`src/rtl/chunk_shift_buffer.sv`:
```
// Chunk-serial operand buffer for the ECC multiplier datapath.
// Loads NUM_CHUNKS chunks at the MSB end into one TOTAL_W word, or takes
// a full word in parallel and streams it back out LSB chunk first.
//
// state  | meaning
// -------+--------------------------------------------------------------
// IDLE   | waiting for start_load or par_load; data_out held
// LOAD   | accepting chunks on in_data/in_valid, count = chunks loaded
// FULL   | operand assembled and held until consume
// UNLOAD | presenting data_out[CHUNK_W-1:0] on ser_data, count = remaining

module chunk_shift_buffer #(
    parameter  int CHUNK_W    = 17,
    parameter  int NUM_CHUNKS = 14,
    localparam int TOTAL_W    = CHUNK_W * NUM_CHUNKS,
    localparam int CNT_W      = $clog2(NUM_CHUNKS + 1)
) (
    input  logic               clk,
    input  logic               rst,
    input  logic               start_load,
    input  logic               par_load,
    input  logic [TOTAL_W-1:0] par_data,
    input  logic               abort,
    input  logic [CHUNK_W-1:0] in_data,
    input  logic               in_valid,
    output logic               in_ready,
    input  logic               consume,
    output logic [CHUNK_W-1:0] ser_data,
    output logic               ser_valid,
    input  logic               ser_ready,
    output logic [TOTAL_W-1:0] data_out,
    output logic               full,
    output logic               busy,
    output logic [CNT_W-1:0]   count
);

    typedef enum logic [1:0] {
        IDLE   = 2'd0,
        LOAD   = 2'd1,
        FULL   = 2'd2,
        UNLOAD = 2'd3
    } state_t;

    state_t state;

    localparam logic [CNT_W-1:0] CNT_FULL = CNT_W'(NUM_CHUNKS);
    localparam logic [CNT_W-1:0] CNT_LAST = CNT_W'(NUM_CHUNKS - 1);
    localparam logic [CNT_W-1:0] CNT_ONE  = CNT_W'(1);

    // Status flags decode the registered state only, so no input reaches an output.
    assign in_ready  = (state == LOAD);
    assign ser_valid = (state == UNLOAD);
    assign full      = (state == FULL);
    assign busy      = (state != IDLE);
    assign ser_data  = data_out[CHUNK_W-1:0];

    // Sequencer, shift register and chunk counter; rst beats abort beats handshakes.
    always_ff @(posedge clk) begin
        if (rst) begin
            state    <= IDLE;
            data_out <= '0;
            count    <= '0;
        end else if (abort) begin
            state <= IDLE;
            count <= '0;
        end else begin
            case (state)
                IDLE: begin
                    if (par_load) begin
                        data_out <= par_data;
                        count    <= CNT_FULL;
                        state    <= UNLOAD;
                    end else if (start_load) begin
                        count <= '0;
                        state <= LOAD;
                    end
                end
                LOAD: begin
                    if (in_valid) begin
                        data_out <= {in_data, data_out[TOTAL_W-1:CHUNK_W]};
                        count    <= count + CNT_ONE;
                        if (count == CNT_LAST) begin
                            state <= FULL;
                        end
                    end
                end
                FULL: begin
                    if (consume) begin
                        state <= IDLE;
                    end
                end
                UNLOAD: begin
                    if (ser_ready) begin
                        data_out <= {{CHUNK_W{1'b0}}, data_out[TOTAL_W-1:CHUNK_W]};
                        count    <= count - CNT_ONE;
                        if (count == CNT_ONE) begin
                            state <= IDLE;
                        end
                    end
                end
                default: state <= IDLE;
            endcase
        end
    end

endmodule
```
`config.mk`:
```
export PLATFORM = sky130hd
export DESIGN_NAME = chunk_shift_buffer
export DESIGN_NICKNAME = d
export VERILOG_FILES = /design/src/rtl/chunk_shift_buffer.sv
export SDC_FILE = /design/constraint.sdc
export NUM_CORES = 1
export LEC_CHECK = 0
export CORE_AREA = 2 2 205 207
export CTS_CLUSTER_DIAMETER = 40
export CTS_CLUSTER_SIZE = 40
export DETAILED_ROUTE_END_ITERATION = 8
export DIE_AREA = 0 0 207 209
export GPL_TIMING_DRIVEN = 1
export SLEW_MARGIN = 25
export SYNTH_ARGS = -nofsm -noshare
export SYNTH_HDL_FRONTEND = slang
export SYNTH_SLANG_ARGS = --single-unit
```
`constraint.sdc`:
```
create_clock -name clk -period 1.5 [get_ports clk]
set_input_delay 0.3 -clock clk [delete_from_list [all_inputs] [get_ports clk]]
set_output_delay 0.3 -clock clk [all_outputs]
set_load 0.02 [all_outputs]
```
==> impl_metrics.json <==
{
  "setup_slack_ns": -0.341,
  "drtIter0Drc": 827,
  "synthToLayoutAreaGrowth_pct": 66.4,
  "fin_crit_sh_pct": 123,
  "grt_pass1_wl_mm": 79.0,
  "nNetsFinal": 2274,
  "slew_viol_final": 0,
  "swShare_pct": 28.7,
  "hpwl_mm": 38.8,
  "synth.net_count": 1698,
  "setup_viol": 252,
  "core_region_area_sq_um": 41300,
  "path_class": "reg2reg",
  "ant_nets": 0,
  "grt_pass1_vias": 13200,
  "yosys_warnings": 0,
  "die_area_sq_um": 43300,
  "drive_gt1_share_pct": 33.4,
  "drc": 0,
  "wl_met2_mm": 26.4,
  "routabilityCongestion": 0.924,
  "r2r_cells": 7,
  "htreeDepth": 2,
  "comb_power_share_pct": 23.6,
  "clk_pin_slew_ns": 0.05,
  "power_frac_clock_pct": 45.2,
  "p_seq_share_pct": 31.2,
  "wl_met3_mm": 3.85,
  "fmax_mhz": 543,
  "synth_edf_count": 0,
  "cp.required_ns": 1.98,
  "hp-class": "in2reg",
  "final_common_cell": "clkdlybuf4s50_1",
  "postSynthAreaPerCell_sq_um": 8.71,
  "cts-root-buf": "clkbuf_16",
  "cp-start-kind": "flop",
  "overflow": 0,
  "worstReg2RegEnd": "data_out[185]",
  "grt_max_degree": 93,
  "die-height_um": 209,
  "start_util_pct": 30.2,
  "post_synth_num_cell_types": 34,
  "port_buffers": 525,
  "clkLatencyLatePin_ns": 0.56,
  "maxCapViolations": 0,
  "cp_data_arrival_time_ns": 2.32,
  "end_kind": "flop",
  "synthFlopType": "dfxtp_1",
  "r2r-start": "state[0]",
  "violations": "negative setup slack",
  "wl_met1_mm": 22.4,
  "wl_per_cell_um": 21.1,
  "vias": 13500,
  "finClkSkew_ns": 0.0132,
  "antenna_cells": 0,
  "fin_setup_tns_ns": -56.68,
  "routed.top_layer": "met5",
  "cts_tree": "done",
  "ys_seq_area_share_pct": 39.2,
  "critPathMaxFanout": 41,
  "async_flop_share_pct": 0,
  "total_power_mw": 23.3,
  "syn_inst": 1432,
  "rsz0062_at_grt": "true",
  "track_usage_pct": 23.1,
  "wl_mm": 54.4,
  "pin_count": 526,
  "first_pass_iters": 5,
  "power_density_nw_per_um2": 1120,
  "antenna_found_initial": 1,
  "place_area_sq_um": 19100,
  "netlist_area_sq_um": 12500,
  "startpoint": "state[0]",
  "fin_crit_ns": 1.84,
  "outcome": "complete, but fails checks",
  "via_per_inst": 5.22,
  "mostFrequentLayoutCells": "260 x clkdlybuf4s50_1, 235 x buf_2, 230 x dfxtp_1",
  "power.leakage_nw": 8.15,
  "clk_path_buf_depth": 3,
  "slew_headroom_pct": 62.6,
  "p_sw_mw": 6.68,
  "stdcell_area_sq_um": 20800,
  "final_hold_viol_count": 0,
  "r2r_slack_ns": -0.34,
  "tightest_slew_ns": 0.560,
  "die_w_um": 207,
  "num_rows": 75,
  "ys_seq_elements": 244,
  "crit_end": "data_out[185]",
  "p_int_mw": 16.6,
  "fillers": 3888,
  "cts.sinks": 244,
  "cts_hold_buf": 0,
  "cts_made_buffers": 45,
  "ir_worst_vdd_v": 0.000656
}
-- synthesized netlist by cell type, types with 2 or more instances --
| master | count | share of area (%) |
|---|---|---|
| ha_1 | 3 | 0.30 |
| nor2_1 | 7 | 0.21 |
| dfxtp_1 | 244 | 39 |
| a22oi_1 | 17 | 1.0 |
| buf_6 | 20 | 1.8 |
| clkbuf_1 | 115 | 3.5 |
| a21oi_1 | 224 | 9.0 |
| a32oi_1 | 2 | 0.14 |
| or2_2 | 2 | 0.10 |
| o21ai_0 | 239 | 9.6 |
| nor2b_1 | 20 | 1.0 |
| or3_1 | 223 | 11 |
| inv_1 | 3 | 0.090 |
| o41ai_1 | 17 | 1.2 |
| nand2_1 | 3 | 0.090 |
| nand3_1 | 3 | 0.12 |
| buf_2 | 26 | 1.0 |
| buf_4 | 21 | 1.3 |
| nor3_1 | 2 | 0.080 |
| mux2i_1 | 227 | 18 |
-- registers in the layout, summed over array words and instances, names as in the netlist --
signal,count
state,2
count,4
data_out,238
-- layout make-up --
cell class              instances  area [sq um]  share of cell area (%)
well taps                     539           674                    3.25
flip-flops and latches        244          4900                    23.6
clock buffers                  62          1330                    6.43
repair buffers                712          6280                    30.2
clock inverters                17           233                    1.12
multi-input cells            1002          7320                    35.3
inverters                       3          11.3                  0.0543
-- metal layers --
| metal | track usage, % | vias up |
|---|---|---|
| met5 | 0 | - |
| met4 | 8.13 | 2 |
| met3 | 6.34 | 109 |
| met2 | 38.8 | 544 |
| met1 | 28.3 | 6405 |
| li1 | - | 6406 |
-- stage by stage --
step / cells / hold WS [ns] / utilization [%] / setup slack, ns
floorplan: 1432 / 0.485 / - / -0.0266
finish: 2579 / 0.216 / 50.3 / -0.341
detailed placement: 2473 / 0.482 / 46.3 / -0.547
global placement: 2473 / 0.480 / 46.3 / -0.541
global route: 2579 / 0.212 / 50.3 / -0.370
CTS: 2563 / 0.171 / 48.0 / -0.274
-- power groups by stage --
| stage | clock network [mW] | registers, mW | logic [mW] |
|---|---|---|---|
| 2_1_floorplan | 0 | 7.75 | 2.23 |
| 3_3_place_gp | 0 | 7.39 | 5.12 |
| 3_5_place_dp | 0 | 7.39 | 5.15 |
| 4_1_cts | 10.7 | 7.26 | 5.00 |
| 5_1_grt | 11.0 | 7.30 | 5.83 |
| 6_report | 10.5 | 7.26 | 5.50 |
-- kinds of logic after synthesis --
| kind of cell | share of synthesized area [%] |
|---|---|
| buffers and inverters | 7.70 |
| adder cells (fa/ha/maj) | 0.301 |
| AND/OR/NAND/NOR | 13.1 |
| XOR/XNOR | 0.0703 |
| AO/OA/AOI/OAI | 21.4 |
| flip-flops | 39.2 |
| multiplexers | 18.2 |
-- worst min path at each step --
stage                       start            end  slack [ns]  cells after the start
floorplan              start_load       state[0]        0.48                      2
global placement    data_out[103]  data_out[103]        0.48                      2
detailed placement  data_out[158]  data_out[158]        0.48                      2
CTS                         abort    data_out[6]        0.17                      3
global route                  rst       count[3]        0.21                      4
finish                      abort    data_out[7]        0.22                      3
-- timing repair --
item / CTS / global route
pin swaps: 36 / 42
setup buffers: 9 / 6
endpoints found under the setup margin: 496 / 264
cloned: 2 / 10
gates resized for setup: 1095 / 152
-- critical path, cell delays in order, from the launching register on --
cell	delay, ns
dfxtp_4	0.36
buf_6	0.12
mux2i_2	0.14
o21a_4	0.25
buf_4	0.16
clkbuf_16	0.20
or3_1	0.38
a21oi_2	0.15
Power figures use the tool's default switching activity.
